[src/rtl/operand_decode_stage.sv]
// RV32I decode and operand-fetch stage: decodes R/I-type ALU ops, reads a
// 32x32 register file with writeback bypass, and holds the result for the ALU.
module operand_decode_stage #(
  parameter int XLEN = 32
) (
  input  logic            clk,
  input  logic            rst_n,
  input  logic            in_valid,
  output logic            in_ready,
  input  logic [31:0]     instr,
  input  logic            wb_en,
  input  logic [4:0]      wb_rd,
  input  logic [XLEN-1:0] wb_data,
  input  logic            flush,
  output logic            out_valid,
  input  logic            out_ready,
  output logic [XLEN-1:0] r1,
  output logic [XLEN-1:0] r2,
  output logic [3:0]      alu_op,
  output logic [4:0]      rd,
  output logic            rd_we,
  output logic            illegal
);

  typedef enum logic [3:0] {
    OP_ADD  = 4'b0000,
    OP_SUB  = 4'b0001,
    OP_SLL  = 4'b0010,
    OP_SLT  = 4'b0011,
    OP_SLTU = 4'b0100,
    OP_XOR  = 4'b0101,
    OP_SRL  = 4'b0110,
    OP_SRA  = 4'b0111,
    OP_OR   = 4'b1000,
    OP_AND  = 4'b1001
  } alu_op_e;

  localparam logic [6:0] OPC_R    = 7'b0110011;
  localparam logic [6:0] OPC_I    = 7'b0010011;
  localparam logic [6:0] F7_ALT   = 7'b0100000;

  function automatic alu_op_e f3_to_op(input logic [2:0] f3);
    case (f3)
      3'b000:  return OP_ADD;
      3'b001:  return OP_SLL;
      3'b010:  return OP_SLT;
      3'b011:  return OP_SLTU;
      3'b100:  return OP_XOR;
      3'b101:  return OP_SRL;
      3'b110:  return OP_OR;
      default: return OP_AND;
    endcase
  endfunction

  logic [6:0] opcode;
  logic [2:0] funct3;
  logic [6:0] funct7;
  logic [4:0] rs1_addr;
  logic [4:0] rs2_addr;
  logic [4:0] rd_addr;

  assign opcode   = instr[6:0];
  assign rd_addr  = instr[11:7];
  assign funct3   = instr[14:12];
  assign rs1_addr = instr[19:15];
  assign rs2_addr = instr[24:20];
  assign funct7   = instr[31:25];

  // Register file: x0 is never written, so it always reads back as zero.
  logic [XLEN-1:0] regs [32];

  // NOTE: the register file is reset as flops because the whole array must
  // read zero immediately after reset; this rules out a RAM macro here.
  always_ff @(posedge clk or negedge rst_n) begin
    if (!rst_n) begin
      for (int i = 0; i < 32; i++) regs[i] <= '0;
    end else if (wb_en && (wb_rd != 5'd0)) begin
      regs[wb_rd] <= wb_data;
    end
  end

  // Read ports with write-through bypass from the writeback port.
  logic [XLEN-1:0] rs1_val;
  logic [XLEN-1:0] rs2_val;

  assign rs1_val = (rs1_addr == 5'd0)                ? '0      :
                   (wb_en && (wb_rd == rs1_addr))    ? wb_data : regs[rs1_addr];
  assign rs2_val = (rs2_addr == 5'd0)                ? '0      :
                   (wb_en && (wb_rd == rs2_addr))    ? wb_data : regs[rs2_addr];

  alu_op_e         dec_op;
  logic            dec_illegal;
  logic [XLEN-1:0] dec_r1;
  logic [XLEN-1:0] dec_r2;

  // NOTE: every output of this block gets a default first, so no path can
  // leave a signal unassigned and infer a latch.
  always_comb begin
    dec_op      = f3_to_op(funct3);
    dec_illegal = 1'b0;
    dec_r1      = rs1_val;
    dec_r2      = rs2_val;
    case (opcode)
      OPC_R: begin
        if (funct7 == F7_ALT && funct3 == 3'b000)      dec_op = OP_SUB;
        else if (funct7 == F7_ALT && funct3 == 3'b101) dec_op = OP_SRA;
        else if (funct7 != 7'd0)                       dec_illegal = 1'b1;
      end
      OPC_I: begin
        dec_r2 = {{(XLEN-12){instr[31]}}, instr[31:20]};
        if (funct3 == 3'b001 || funct3 == 3'b101) begin
          dec_r2 = {{(XLEN-5){1'b0}}, instr[24:20]};
          if (funct3 == 3'b101 && funct7 == F7_ALT) dec_op = OP_SRA;
          else if (funct7 != 7'd0)                  dec_illegal = 1'b1;
        end
      end
      default: dec_illegal = 1'b1;
    endcase
    if (dec_illegal) begin
      dec_op = OP_ADD;
      dec_r1 = '0;
      dec_r2 = '0;
    end
  end

  logic accept;
  logic capture;

  assign in_ready = !out_valid || out_ready;
  assign accept   = in_valid && in_ready;
  assign capture  = accept && !flush;

  // NOTE: state is updated with non-blocking assignments so every flop
  // samples the pre-edge values regardless of statement order.
  always_ff @(posedge clk or negedge rst_n) begin
    if (!rst_n) begin
      out_valid <= 1'b0;
      r1        <= '0;
      r2        <= '0;
      alu_op    <= OP_ADD;
      rd        <= '0;
      rd_we     <= 1'b0;
      illegal   <= 1'b0;
    end else begin
      // Flush wins over both a new accept and a held output.
      if (flush)          out_valid <= 1'b0;
      else if (capture)   out_valid <= 1'b1;
      else if (out_ready) out_valid <= 1'b0;

      if (capture) begin
        r1      <= dec_r1;
        r2      <= dec_r2;
        alu_op  <= dec_op;
        rd      <= rd_addr;
        rd_we   <= !dec_illegal && (rd_addr != 5'd0);
        illegal <= dec_illegal;
      end
    end
  end

endmodule

[config.mk]
export PLATFORM = sky130hd
export DESIGN_NAME = operand_decode_stage
export DESIGN_NICKNAME = d
export VERILOG_FILES = /design/src/rtl/operand_decode_stage.sv
export SDC_FILE = /design/constraint.sdc
export NUM_CORES = 2
export LEC_CHECK = 0
export CAP_MARGIN = 20
export CORE_MARGIN = 2
export CORE_UTILIZATION = 30
export CTS_BUF_LIST = sky130_fd_sc_hd__clkbuf_8
export DETAILED_ROUTE_END_ITERATION = 10
export HOLD_SLACK_MARGIN = 0.03
export PLACE_DENSITY = 0.46
export SYNTH_ARGS = -nofsm -noshare
export SYNTH_HDL_FRONTEND = slang
export SYNTH_SLANG_ARGS = --single-unit
[constraint.sdc]
create_clock -name clk -period 3.2 [get_ports clk]
set_input_delay 0.32 -clock clk [delete_from_list [all_inputs] [get_ports clk]]
set_output_delay 0.32 -clock clk [all_outputs]
set_load 0.1 [all_outputs]
==> results.md <==
* P_leak at 30.40 nW
* TritonCTS clock tree: done
* Crit path max fanout at 2
* CP Cell Sequence: clkdlybuf4s50_1
* Endpoints failing setup at 0
* Vias per cell at 5.600
* Clock Skew at 0.04982 ns
* Port-buffer cells at 151
* Layout area overhead at 18.08%
* Starting density of the core at 30.24%
* Critical path startpoint category: flop
* #FFs+latches synth at 1,100
* # clock sinks at 1,100
* Worst vdd ir at 0.3398 mV
* PD cells at 575.8 nW/um^2
* Post-Syn Nets at 4,378
* Hold slack at 0.1523 ns
* Nets at 4,588
* HPWL after DPL at 146.7 mm
* Net Switching at 0.01155 W
* Relative slew margins at 27.67%
* Die H at 445.1 um
* Reg2reg end: r1[24]$_DFFE_PN0P_
* H-tree Lvls at 4
* Setup WS pre-CTS at 0.09481 ns
* CTS root buf: clkbuf_8
* Final Routed Wirelength at 226.6 mm
* Slowest cell on the critical path: clkdlybuf4s50_1
* Worst r2r path cells at 8
* Synthesized area at 58,360 sq um
* RR Startpoint: out_valid$_DFFE_PN0P_
* Unique masters post-synth at 72
* Final count of pins violating max slew at 0
* GRT overflow at 0
* Final Hold Violating Endpoints at 0
* Final critical-path share of the clock period at 88.72%
* Crit path max-delay family: buffers and inverters
* DRT Pass-1 Iters at 5
* WS Path Type: flop to primary output
* Register share of total power at 46.0%
* Power share of the clock group at 34.4%
* Crit end category: primary output
* Logic pwr share at 19.6%
* IO Pins at 152
* Fillers at 18,800
* FF-to-FF setup slack at 0.69 ns
* PostCTS Resize Cnt at 0
* Crit path arrival time at 2.52 ns
* Largest net degree at the start of global routing at 89
* Share of the yosys chip area belonging to registers at 47.17%
* Post-layout util at 35.71%
* Predominant post-synthesis flop cell: dfrtp_1
* WL/cell at 31.52 um
* Worst skew pair latency at 0.97 ns
* CP Buf/Inv Count at 1
* RD Place Congestion at 0.8156
* Clock tree buffer depth at 3
* Aggregate global-route resource usage at 22.69%
* First-pass GRT wire length at 322.3 mm
* Final critical-path required period at 2.839 ns
* Min-Delay Path Class: input port to async pin
* Post-detailed-route count of antenna-violating nets at 0
* Vias at 40,270
* Max Cap Violations at 0
* 1st-iter DRT viols at 3,204
* Setup ws final at 0.3610 ns
* Clock slew at reported path FFs at 0.06 ns
* Die area at 198,100 sq um
* Unrepaired setup endpoints after global routing: false
* DRC at 0
* Total CTS buffers at 197
* Core area at 193,000 sq um
* Vias in the first global route at 41,390
* Die width at 445.1 um
* Ys async rst share at 100.0%
* Total power at 0.03968 W
* Synthesized area per cell at 13.56 sq um
* Internal at 0.02813 W
* Crit path largest cell delay at 1.15 ns
* Synth Instances at 4,303
* Maximum clock frequency at 352.2 MHz
* Outcome: finished, final reports clean
* Setup TNS at 0 ns
* WP data required at 2.88 ns
* Post-CTS Setup Bufs at 0
* Switching portion of total power at 29.12%
* Slew @ Worst Pin at 1.082 ns
* Fraction of layout cells with a size suffix above 1 at 42.92%
* Number of synthesized flops with an enable pin at 0
* Initial antenna violation count at 5
* Syn. warnings at 0
* Row count at 161
[power groups by stage]
stage,Combinational [W],Sequential (W),Clock [W]
6_report,0.00776,0.0183,0.0137
5_1_grt,0.00833,0.0186,0.0147
4_1_cts,0.00781,0.0182,0.0141
3_5_place_dp,0.00777,0.0184,0
3_3_place_gp,0.00766,0.0183,0
2_1_floorplan,0.00554,0.0179,0
[worst max path at each step]
stage	start	end	slack [ns]	depth (start not counted)
after global placement	wb_rd[0]	r2[14]$_DFFE_PN0P_	0.11	8
after global routing	r2[16]$_DFFE_PN0P_	r2[16]	0.29	1
final	r2[16]$_DFFE_PN0P_	r2[16]	0.36	1
after detailed placement	wb_rd[0]	regs[884]$_DFFE_PN0P_	0.09	5
after floorplan	out_valid$_DFFE_PN0P_	r2[0]$_DFFE_PN0P_	0.21	7
after CTS	r2[16]$_DFFE_PN0P_	r2[16]	0.25	1
[state kept, by name, indices dropped and copies added, names as in the netlist]
signal / count
rd: 5
rd_we: 1
alu_op: 4
regs: 1024
illegal: 1
r2: 32
out_valid: 1
r1: 32
[metal layers]
metal	vias up	routed length (um)	global-route usage, %
li1	16830	-	-
met5	-	10	0
met2	1237	104800	35.83
met1	21800	101400	31.11
met3	399	11200	3.698
met4	2	9193	8.905
[placed cells by master, fill, tap and decap left out, types with 21 or more instances in the layout]
master           Yosys  layout
dfrtp_1           1100    1100
mux2_2             994     994
mux2i_1            452     452
mux4_2             275     275
buf_4               11     265
clkbuf_8             0     258
a22oi_1            232     232
buf_12               4     110
nand2_1            121     103
nand3_1             98      98
a21oi_1             82      82
clkdlybuf4s50_1      0      80
inv_1                5      71
nor2b_1             72      69
a221o_1             32      32
o21ai_0             32      32
a41oi_1             31      31
nor2_1              45      25
nor3_1              25      25
and2_1              24      23
nand4_1             21      21
[timing repair]
action                                 in CTS  in global routing
setup endpoints to repair                   0                  0
hold buffers                               11                  0
endpoints found under the hold margin     856                  0
[logic make-up (layout without fill, tap and decap cells)]
group / after synthesis / after routing / share of synthesized area (%)
other: 0 / 1 / 0
AO/OA/AOI/OAI: 529 / 529 / 6.488
flip-flops: 1100 / 1100 / 47.17
buffers and inverters: 469 / 830 / 3.934
multiplexers: 1735 / 1735 / 38.17
AND/OR/NAND/NOR: 460 / 460 / 4.087
XOR/XNOR: 10 / 10 / 0.1501
[cell usage after synthesis, drive strengths merged (5+ instances only)]
cell type / instances / share of area (%)
dfrtp: 1100 / 47
mux4: 289 / 11
xnor2: 6 / 0.090
o21ai: 51 / 0.44
nand3: 99 / 0.86
nand4: 21 / 0.23
a221o: 32 / 0.55
clkbuf: 245 / 1.6
nor4b: 5 / 0.086
a211oi: 18 / 0.23
and2: 25 / 0.27
a31oi: 5 / 0.054
mux2i: 452 / 7.8
a21o: 7 / 0.090
a22oi: 232 / 3.0
nor3: 25 / 0.21
a21oi: 82 / 0.70
nor2b: 72 / 0.77
o311ai: 6 / 0.090
nor2: 46 / 0.30
mux2: 994 / 19
o22ai: 20 / 0.21
inv: 5 / 0.032
a41oi: 31 / 0.47
and3: 6 / 0.064
nand2: 121 / 0.78
o221ai: 5 / 0.075
nand3b: 7 / 0.090
buf: 218 / 2.3
nor4: 8 / 0.086
o2bb2ai: 14 / 0.21
nor3b: 6 / 0.086
[per-stage QoR]
step                instances  cell area (sq um)
global placement         6828              64700
global route             7191              68910
floorplan                4303              58360
detailed placement       6829              64730
finish                   7191              68910
CTS                      7190              68910
[area by class of cell]
class,count,area (sq um),area share [%]
sequential,1100,27530,39.95
multi-input combinational,2734,28920,41.96
inverter,6,22.52,0.03268
timing repair buffer,474,5233,7.593
clock inverter,92,496.7,0.7208
clock buffer,258,3551,5.153
tap,2526,3161,4.586
antenna,1,2.502,0.003631
(Power assumes the default switching activity.)
